[config.mk]
export PLATFORM = sky130hd
export DESIGN_NAME = toy_bus_rsp_arb_2to1
export DESIGN_NICKNAME = d
export VERILOG_FILES = /design/src/rtl/toy_bus_rsp_arb_2to1.sv
export SDC_FILE = /design/constraint.sdc
export NUM_CORES = 1
export LEC_CHECK = 0
export CAP_MARGIN = 0
export CORE_MARGIN = 2
export CORE_UTILIZATION = 34
export DETAILED_ROUTE_END_ITERATION = 16
export GPL_TIMING_DRIVEN = 0
export PLACE_DENSITY = 0.78
export SYNTH_ARGS = -nofsm -noshare
export SYNTH_HDL_FRONTEND = slang
export SYNTH_SLANG_ARGS = --single-unit
[constraint.sdc]
create_clock -name clk -period 1.49 [get_ports clk]
set_input_delay 0.149 -clock clk [delete_from_list [all_inputs] [get_ports clk]]
set_output_delay 0.149 -clock clk [all_outputs]
set_load 0.03 [all_outputs]
[src/rtl/toy_bus_rsp_arb_2to1.sv]
`default_nettype none
// ============================================================================
// Module      : toy_bus_rsp_arb_2to1
// Description : Round-robin merge of two target response channels into one
//               registered response channel toward the LSU initiator.
// Revision    : 1.0 - initial release
// ============================================================================
module toy_bus_rsp_arb_2to1 #(
    parameter int DATA_W = 32,
    parameter int ID_W   = 4
) (
    input  logic              clk,
    input  logic              rst,

    input  logic              in0_vld,
    output logic              in0_rdy,
    input  logic [DATA_W-1:0] in0_data,
    input  logic [ID_W-1:0]   in0_src_id,
    input  logic [ID_W-1:0]   in0_tgt_id,

    input  logic              in1_vld,
    output logic              in1_rdy,
    input  logic [DATA_W-1:0] in1_data,
    input  logic [ID_W-1:0]   in1_src_id,
    input  logic [ID_W-1:0]   in1_tgt_id,

    output logic              out0_vld,
    input  logic              out0_rdy,
    output logic [DATA_W-1:0] out0_data,
    output logic [ID_W-1:0]   out0_src_id,
    output logic [ID_W-1:0]   out0_tgt_id
);

    logic              r_out_vld;
    logic [DATA_W-1:0] r_out_data;
    logic [ID_W-1:0]   r_out_src_id;
    logic [ID_W-1:0]   r_out_tgt_id;
    logic              r_prio;

    logic              w_load;
    logic              w_any_vld;
    logic              w_gnt;

    assign w_load    = !r_out_vld || out0_rdy;
    assign w_any_vld = in0_vld || in1_vld;

    // On a tie the priority pointer decides; otherwise the lone requester wins.
    always_comb begin
        w_gnt = 1'b0;
        if (in0_vld && in1_vld) begin
            w_gnt = r_prio;
        end else if (in1_vld) begin
            w_gnt = 1'b1;
        end
    end

    // Ready is held low while in reset so no source sees a phantom accept.
    assign in0_rdy = !rst && w_load && w_any_vld && !w_gnt;
    assign in1_rdy = !rst && w_load && w_any_vld &&  w_gnt;

    always_ff @(posedge clk) begin
        if (rst) begin
            r_out_vld    <= 1'b0;
            r_out_data   <= '0;
            r_out_src_id <= '0;
            r_out_tgt_id <= '0;
            r_prio       <= 1'b0;
        end else if (w_load) begin
            if (w_any_vld) begin
                r_out_vld    <= 1'b1;
                r_out_data   <= w_gnt ? in1_data   : in0_data;
                r_out_src_id <= w_gnt ? in1_src_id : in0_src_id;
                r_out_tgt_id <= w_gnt ? in1_tgt_id : in0_tgt_id;
                r_prio       <= ~w_gnt;
            end else begin
                r_out_vld    <= 1'b0;
            end
        end
    end

    assign out0_vld    = r_out_vld;
    assign out0_data   = r_out_data;
    assign out0_src_id = r_out_src_id;
    assign out0_tgt_id = r_out_tgt_id;

endmodule
`default_nettype wire

==> flow_summary.toml <==
[synth]
ys_warn_count = 0
synth_xor_area_share_pct = 0
synthAdderAreaFrac_pct = 0
yosysSeqAreaShare_pct = 49.1
muxShareOfSynthArea_pct = 7.59
synth_nets = 244
synthCells = 159
synth_top_family_by_area = "compound AO/OA/AOI/OAI gates"
synth-compound-area-share_pct = 21.8
ys_types = 22
syn_avg_cell_area_um2 = 10.8
synth_area_um2 = 1710
ys_ff_latch = 42
yosys.area_share.simple_pct = 17.1

[sta]
slew_headroom_pct = 75.5
hold_slack_ps = 209
tightest_slew_ps = 366
layout_min_cycle_time_ps = 1470
fmax_ghz = 0.682
setup_viol = 0
final-max-slew-violation-count = 0
hold_viol_final = 0
finalClockSkew_ps = 5.97
period_share_pct = 98.4
rsz0062_at_grt = "yes"

[global_route]
overflow = 0
grt_use_met1_pct = 24.1
use_met2_pct = 29.8
grt_pass1_vias = 1726
grt_usage_pct = 18.7
grt-busiest-layer = "met2"
antenna_found_initial = 0
grt_use_met3_pct = 4.95
grt_max_degree = 19
grt_pass1_wl_mm = 7.96

[final_layout]
layout-drive-gt1-share_pct = 11.0
n_antenna_cell = 0
stdcell_count = 366
nNetsFinal = 384
syn_to_final_growth_pct = 89.8

[run]
maxCapViolations = 0

[cts]
root_buffer = "clkbuf_8"
cts_made_buffers = 5
path_clk_slew_ps = 70
htree_levels = 2
clk-insertion-delay-late_ps = 280
cts_max_path_buffers = 2
hold_buffers = 0
cts_num_sinks = 42
cts_tree = "done"

[setup_path]
crit_fanout = 6
regToRegEndpoint = "out0_data[12]"
cp.required_ps = 1660
worstSetupPathType = "flip-flop to flip-flop"
worstPathCellList = "nand2b_4 > nor2b_4 > and3_4 > buf_8 > buf_4 > a221o_1"
setup.worst_path.start_class = "flip-flop"
r2r_cells = 6
cp_slowest_stage_delay_ps = 350
worstReg2RegStart = "out0_vld"
slowest_stage = "dfxtp_2"
cp-end-kind = "flip-flop"
ff2ff_setup_slack_ps = 20
arrival_ps = 1640

[routing]
vias_per_cell = 4.70
first_pass_iters = 4
vias = 1720
post-route-drc-count = 0
first_iter_violations = 69
wl_per_cell_um = 14.4
drtAntennaViolNets = 0
wl_mm = 5.28

[floorplan]
die-area_um2 = 5630
boundaryPins = 128
num_rows = 25
start_util_pct = 35.8
die_w_um = 75.0
die_y_um = 75.0
coreArea_um2 = 4790

[power]
peakVddDrop_mv = 0.424
powerDensity_nw_per_um2 = 867
leakagePower_nw = 1.47
totalPowerFinal_mw = 2.82

[worst_hold_path]
hold_depth = 3
hold-path-endpoint = "out0_vld"
worst_hold_path_type = "input port to flip-flop"
min_from = "out0_rdy"

[placement]
gp_routability_congestion = 0.706
portBuffers = 127
placed_cells = 353
hpwl_mm = 4.02

[run_status]
outcome = "finished, final reports clean"
[worst max-delay path: cells and delay by family, from the launching register on]
family,cells,cell delay (ps)
buffers and inverters,2,260
AOI/OAI and AO/OA,1,340
and+or+nand+nor,3,410
DFF,1,350
[worst max-delay path by stage]
stage	from	endpoint	slack, ps
2_1_floorplan	out0_vld	out0_data[0]	10
3_3_place_gp	in1_vld	in1_rdy	-900
3_5_place_dp	in1_vld	in1_rdy	-920
4_1_cts	rst	out0_src_id[2]	4
5_1_grt	out0_vld	in0_rdy	-30
6_report	out0_vld	out0_data[12]	20
[what timing repair did]
item                                    in CTS  in global routing
endpoints found under the hold margin        0                  0
pin swaps                                    2                  8
endpoints found under the setup margin      28                 39
gates resized for setup                     19                 19
setup buffers                                7                  1
[cells in the mapped netlist]
master,number,area [um^2]
clkbuf_1,1,3.75
nor2b_4,1,13.8
inv_1,1,3.75
buf_6,2,22.5
mux2i_1,13,130
and3_4,1,11.3
buf_2,4,20.0
nand2b_4,1,13.8
dfxtp_1,42,841
o21ai_4,1,16.3
buf_4,3,22.5
a21oi_2,1,8.76
nand2_1,15,56.3
or2_1,1,6.26
clkbuf_2,1,5.00
and2_1,27,169
nor2_1,1,3.75
nor3b_4,1,18.8
a21o_1,1,7.51
a221o_1,27,270
a21oi_1,1,5.00
o21ai_0,13,65.1
[sequential cells by signal, summed over array words and instances, names as in the netlist]
| signal | cells |
|---|---|
| r_prio | 1 |
| out0_vld | 1 |
| out0_data | 32 |
| out0_tgt_id | 4 |
| out0_src_id | 4 |
[kinds of logic (layout without fill, tap and decap cells)]
| kind of cell | count (synthesis) | after routing |
|---|---|---|
| flops | 42 | 42 |
| simple gates | 48 | 48 |
| buf+inv | 12 | 152 |
| compound gates | 44 | 44 |
| mux | 13 | 13 |
[report_power, final]
part           total [mW]  switching [mW]  leakage (nW)  internal, mW
Clock               0.666           0.344        0.0383         0.323
Combinational       0.885           0.398          1.08         0.487
Sequential           1.27          0.0457         0.348          1.22
Total                2.82           0.788          1.47          2.03
[per-layer routing]
metal,wire length [um],up-vias
li1,-,863
met3,288,12
met4,138,0
met5,0,-
met1,2280,783
met2,2570,62
[final cells by class]
| class | count | area (um^2) |
|---|---|---|
| timing repair buffer | 135 | 1360 |
| clock buffer | 7 | 76.3 |
| sequential | 42 | 843 |
| multi-input combinational | 105 | 803 |
| buffer | 9 | 86.3 |
| inverter | 1 | 3.75 |
| tap | 67 | 83.8 |
| fill | 396 | 1530 |
[through the flow]
| step | setup slack, ps | utilization, % | setup TNS [ps] | area (um^2) |
|---|---|---|---|---|
| final | 23.6 | 68.0 | 0 | 3250 |
| after floorplan | 12.7 | - | 0 | 1720 |
| after global placement | -904 | 64.2 | -13200 | 3070 |
| after detailed placement | -918 | 64.2 | -14260 | 3070 |
| after global routing | -25.1 | 68.0 | -25.6 | 3250 |
| after CTS | 3.73 | 67.0 | 0 | 3210 |
[cells in the final DEF (no fill, tap or decap), types with 5 or more instances in the layout]
master	instances
dlymetal6s2s_1	11
a221o_1	27
and2_1	27
clkdlybuf4s50_1	113
mux2i_1	13
dfxtp_1	40
buf_4	10
clkbuf_8	5
o21ai_0	13
nand2_1	15
Note: power is estimated with default switching activity, not from simulation.
